### src/rtl/alu_arbiter.sv
// Two-requester front end to a shared combinational ALU, with one registered response slot each.
// Define ALU_ARBITER_RR_EN for round-robin arbitration; the default build uses fixed priority.
module alu_arbiter #(
    parameter int unsigned CMDW = 16,
    parameter int unsigned TAGW = 4
) (
    input  logic                 clk,
    input  logic                 rst_n,
    input  logic [1:0]           req_valid,
    output logic [1:0]           req_ready,
    input  logic [1:0][CMDW-1:0] req_cmd,
    input  logic [1:0][31:0]     req_a,
    input  logic [1:0][31:0]     req_b,
    input  logic [1:0][TAGW-1:0] req_tag,
    output logic [CMDW-1:0]      alu_cmd,
    output logic [31:0]          alu_a,
    output logic [31:0]          alu_b,
    input  logic [31:0]          alu_rd_data,
    input  logic                 alu_branch,
    output logic [1:0]           rsp_valid,
    input  logic [1:0]           rsp_ready,
    output logic [1:0][31:0]     rsp_data,
    output logic [1:0]           rsp_branch,
    output logic [1:0][TAGW-1:0] rsp_tag
);

    logic [1:0]           rsp_valid_q;
    logic [1:0][31:0]     rsp_data_q;
    logic [1:0]           rsp_branch_q;
    logic [1:0][TAGW-1:0] rsp_tag_q;

    logic [1:0] eligible;
    logic [1:0] grant;

    // A slot that is being drained this cycle can accept a new result without a bubble.
    assign eligible = req_valid & (~rsp_valid_q | rsp_ready);

`ifdef ALU_ARBITER_RR_EN
    logic last_q;

    always_comb begin
        grant = eligible;
        if (eligible == 2'b11) begin
            grant = last_q ? 2'b01 : 2'b10;
        end
    end

    always_ff @(posedge clk or negedge rst_n) begin
        if (!rst_n) begin
            last_q <= 1'b1;
        end else if (|req_ready) begin
            last_q <= req_ready[1];
        end
    end
`else
    always_comb begin
        grant = 2'b00;
        if (eligible[0]) begin
            grant = 2'b01;
        end else if (eligible[1]) begin
            grant = 2'b10;
        end
    end
`endif

    assign req_ready = rst_n ? grant : 2'b00;

    always_comb begin
        alu_cmd = '0;
        alu_a   = '0;
        alu_b   = '0;
        if (req_ready[0]) begin
            alu_cmd = req_cmd[0];
            alu_a   = req_a[0];
            alu_b   = req_b[0];
        end else if (req_ready[1]) begin
            alu_cmd = req_cmd[1];
            alu_a   = req_a[1];
            alu_b   = req_b[1];
        end
    end

    always_ff @(posedge clk or negedge rst_n) begin
        if (!rst_n) begin
            rsp_valid_q  <= '0;
            rsp_data_q   <= '0;
            rsp_branch_q <= '0;
            rsp_tag_q    <= '0;
        end else begin
            for (int i = 0; i < 2; i++) begin
                if (req_ready[i]) begin
                    rsp_valid_q[i]  <= 1'b1;
                    rsp_data_q[i]   <= alu_rd_data;
                    rsp_branch_q[i] <= alu_branch;
                    rsp_tag_q[i]    <= req_tag[i];
                end else if (rsp_ready[i]) begin
                    rsp_valid_q[i] <= 1'b0;
                end
            end
        end
    end

    assign rsp_valid  = rsp_valid_q;
    assign rsp_data   = rsp_data_q;
    assign rsp_branch = rsp_branch_q;
    assign rsp_tag    = rsp_tag_q;

endmodule

### config.mk
export PLATFORM = sky130hd
export DESIGN_NAME = alu_arbiter
export DESIGN_NICKNAME = d
export VERILOG_FILES = /design/src/rtl/alu_arbiter.sv
export SDC_FILE = /design/constraint.sdc
export NUM_CORES = 1
export LEC_CHECK = 0
export BUFFER_PORTS_ARGS = -buffer_cell sky130_fd_sc_hd__buf_4
export CORE_AREA = 2 2 142 144
export CTS_BUF_LIST = sky130_fd_sc_hd__clkbuf_2
export CTS_CLUSTER_DIAMETER = 120
export DETAILED_ROUTE_END_ITERATION = 8
export DIE_AREA = 0 0 144 146
export GPL_TIMING_DRIVEN = 0
export SYNTH_ARGS = -nofsm -noshare
export SYNTH_HDL_FRONTEND = slang
export SYNTH_SLANG_ARGS = --single-unit
### constraint.sdc
create_clock -name clk -period 1.99 [get_ports clk]
set_clock_uncertainty 0.1 [all_clocks]
set_input_delay 0.398 -clock clk [delete_from_list [all_inputs] [get_ports clk]]
set_output_delay 0.398 -clock clk [all_outputs]
set_load 0.01 [all_outputs]
After elaboration in Yosys (flattened, before gate mapping)
Cells that the tools add are included.
{"block": "word_totals", "out_inout_bits": 158, "ff_bits": 76, "in_bits": 207}
{"block": "op_classes", "bitwise_logic": 3, "n_reduce_logical": 2, "muxes": 13}
{"cell": "$mux W32", "n": 4}
{"cell": "$mux W16", "n": 2}
{"cell": "$mux W2", "n": 3}
{"cell": "$mux W1", "n": 4}
{"cell": "$reduce_bool A2 Y1", "n": 2}
{"cell": "$and A2 B2 Y2", "n": 1}
{"cell": "$not A2 Y2", "n": 1}
{"cell": "$or A2 B2 Y2", "n": 1}

Depth between registers and ports, before layout
{"block": "logic_depth", "word_depth": 8, "depth_mapped": 6}

Worst setup path after synthesis
Ideal clock, no wire load.
{"block": "synth_path", "kind": "input to output", "start": "in rst_n", "end": "out alu_cmd[10]", "stages": 6, "slack_ns": 0.129, "t_required_ns": 1.492, "arrival_time_ns": 1.363, "cell_sequence": "buf_2 > nand2_1 > a211oi_2 > buf_4 > buf_2 > a32o_1"}
{"block": "synth_via", "elab_chain_len": 3}
{"item": "from (decl)", "line": "8", "source": "input logic rst_n,"}
{"item": "$mux W2", "line": "66", "source": "assign req_ready = rst_n ? grant : 2'b00;"}
{"item": "named net req_ready[1]", "line": "10", "source": "output logic [1:0] req_ready,"}
{"item": "$mux W16", "line": "76", "source": "end else if (req_ready[1]) begin"}
{"item": "$mux W16", "line": "72", "source": "if (req_ready[0]) begin"}
{"item": "to (decl)", "line": "15", "source": "output logic [CMDW-1:0] alu_cmd,"}
The timed path passes the listed nets, and every way through them passes these cells.

Worst setup path after layout
{"block": "layout_path", "start": "reg rsp_valid_q[0], in the netlist rsp_valid[0]", "end": "out alu_b[23]"}
{"block": "layout_via", "elab_chain_len": 7}
{"item": "from (decl)", "line": "27", "source": "logic [1:0] rsp_valid_q;"}
{"item": "from (signal assigned)", "line": "85", "source": "rsp_valid_q <= '0;"}
{"item": "from (signal, indexed assignment)", "line": "92", "source": "rsp_valid_q[i] <= 1'b1;"}
{"item": "from (signal, indexed assignment)", "line": "97", "source": "rsp_valid_q[i] <= 1'b0;"}
{"item": "$not A2 Y2 (*)", "line": "36", "source": "assign eligible = req_valid & (~rsp_valid_q | rsp_ready);"}
{"item": "$or A2 B2 Y2 (*)", "line": "36"}
{"item": "$and A2 B2 Y2 (*)", "line": "36"}
{"item": "$mux W2 (*)", "line": "58", "source": "if (eligible[0]) begin"}
{"item": "$mux W2 (*)", "line": "66"}
{"item": "$mux W32", "line": "76"}
{"item": "$mux W32 (*)", "line": "72"}
{"item": "to (decl)", "line": "17", "source": "output logic [31:0] alu_b,"}
Mark *: on every way between the ends. The rest lies on a longest branch, timed or not.

==> metrics.txt <==
status=finished, violations left; failing checks=setup timing; post-route setup TNS=-39,270 ps; Final Hold Vio Count=0; number of synthesized register bits=76; Core Area=0.0193 mm2; initial antenna violation count=2; vias in the first global route=roughly 4,500; per-cell routed wire length=19.4 um; Hold Path Depth=3; WL final=approximately 19 mm; element type at the critical path end=primary output; worst-path fanout max=10; Critical Path RT=1490 ps; most numerous cell in the Yosys netlist=a32o_1; Worst path max stage delay=430 ps; slew margin rel.=0.698; CTS tree=yes; crit path launch type=flip-flop; top post-synthesis cells by count=80 x a32o_1, 76 x dfrtp_1, 43 x mux2_2; Main synth FF type=dfrtp_1; fin nets=921; clock slew at reported path FFs=about 200 ps; Core Util, Final=0.419; Worst Setup SP=rsp_valid[0]; routed vias/inst=between 4 and 5; max cap viols=0; gr ovfl total=0; Die Height=146 um; cell area after synthesis=0.00378 mm2; crit-path cells=nand2b_4 -> a211oi_4 -> buf_6 -> buf_8 -> buf_8 -> a32o_1 -> buf_4; Die ar.=0.0210 mm2; post-synth cell types=16; PortBufs=364; row count=51; Synth top area share=0.503; GR Util All Layers=0.165; Bufs on Longest Clock Path=2; largest net degree at the start of global routing=39; Async SR Flop Fraction=1.00; setup violators final=87; CP max stage cell=dfrtp_1; Initial Utilization=0.195; HP Class=in -> reg; worst setup margin=-512 ps; Reg2Reg Launch Point=rsp_valid[0]; DP Cell Count=between 900 and 1,000; Hold Path End=rsp_valid[1]; Synth Area per Inst=13.8 um2; Hold Path Origin=rsp_ready[1]; initial DRC count=around 110; Seq/Total Area, Yosys=0.503; CP Class=reg -> out; maximum vdd ir drop=0.000474 V; final worst path period need=2500 ps; first-pass GRT wire length=roughly 26 mm; post-DP HPWL=roughly 14 mm; fin crit share=1.26; layout cells sized above 1=0.711; vias=around 4,400; Syn. warnings=0; Worst EP arrival=2000 ps; power density cells=624 mW/mm2; Reg2Reg Depth=8; Post-synth EDFFs=0; Die W=144 um; antenna-violating nets left=0; Slew Limit Fails=0; DRC errors left=0; io pins=365; worst-skew pair later-pin latency=510 ps; Non-Filler Instances=986; Pre-Repair DR Iteration Count=6; top post-synthesis cells by area=dfrtp_1 50%, a32o_1 21%, mux2_2 13%; Fin Hold WS=~170 ps; H-tree Lvls=3; crit-path most repeated cell=buf_8; Yosys top cell by area=dfrtp_1; Area Growth Syn to Fin=114%; unrepaired setup endpoints after global routing=yes; gate count after technology mapping=approximately 270; Net Count, Synth=480; worst slew pin tran=between 400 and 500 ps; clk sinks=between 70 and 80; Reg2Reg Capture Point=rsp_data[49]; FF-to-FF setup slack=-80 ps; CTS buffer count=9; clock root buffer=clkbuf_2; GP Congestion=0.873; P_leak=4.00 nW; fmax=0.400 GHz
[cells by family (layout without fill, tap and decap cells)]
family	Yosys count	in the layout	synth area share
AO/OA/AOI/OAI	81	81	0.215
flip-flops	76	76	0.503
multiplexers	74	74	0.221
buffers and inverters	35	480	0.0477
AND/OR/NAND/NOR	7	8	0.0132
other	0	2	0
[metal layers]
metal	share of wire	global-route usage
met5	0	0
met4	0.015	0.0436
met3	0.070	0.0421
met2	0.52	0.298
met1	0.39	0.191
[power breakdown]
part | internal (mW) | switching (mW) | total [mW] | leakage (nW)
Clock | 0.294 | 0.564 | 0.859 | 0.0683
Combinational | 1.31 | 0.861 | 2.17 | 3.03
Sequential | 1.86 | 0.161 | 2.02 | 0.897
[metrics by stage]
| stage | power, mW | instance area [um2] | setup WS, ps |
|---|---|---|---|
| floorplan | 2.76 | 3780 | 129 |
| global placement | 3.96 | 6840 | -1530 |
| detailed placement | 3.97 | 6840 | -1540 |
| CTS | 5.06 | 7860 | -587 |
| global route | 5.34 | 8100 | -672 |
| finish | 5.05 | 8100 | -512 |
[worst max-delay path, delay by kind of cell, from the launching register on]
kind | cells | cell delay (ps)
and+or+nand+nor | 1 | 80
AOI/OAI and AO/OA | 2 | 390
buffers and inverters | 4 | 580
DFF | 1 | 430
[sequential cells by signal, summed over array words and instances, names as in the netlist]
signal and count:
rsp_branch 2, rsp_valid 2, rsp_data 64, rsp_tag 8
[placed cells by master (no fill, tap or decap), types with 3 or more instances in the layout]
master and count:
clkbuf_8 3, clkbuf_2 10, buf_8 9, mux2_2 43
a32o_2 33, a32o_1 47, dlygate4sd3_1 44, mux2_1 31
clkbuf_16 3, buf_4 351, clkbuf_1 8, buf_12 6
dfrtp_1 76, buf_6 34
[what timing repair did]
action | 4_1_cts | 5_1_grt
resized for setup | 105 | 39
hold buffers | 45 | 0
pin swaps | 3 | 6
endpoints found under the hold margin | 151 | 0
endpoints found under the setup margin | 153 | 87
setup buffers | 9 | 8
cloned | 4 | 4
[worst max path at each step]
stage | to | cells past startpoint
2_1_floorplan | alu_cmd[10] | 6
3_3_place_gp | alu_b[9] | 8
3_5_place_dp | alu_b[9] | 8
4_1_cts | alu_cmd[13] | 7
5_1_grt | alu_cmd[15] | 7
6_report | alu_b[23] | 7
[final cells by class]
| type | instances | area [um2] |
|---|---|---|
| multi-input combinational | 163 | 1770 |
| clock buffer | 10 | 50.0 |
| tap | 265 | 332 |
| antenna | 2 | 5.00 |
| clock inverter | 6 | 63.8 |
| buffer | 31 | 339 |
| inverter | 1 | 8.76 |
| sequential | 76 | 1900 |
| timing repair buffer | 432 | 3630 |
| fill | 1879 | 11200 |
Power figures use the tool's default switching activity.
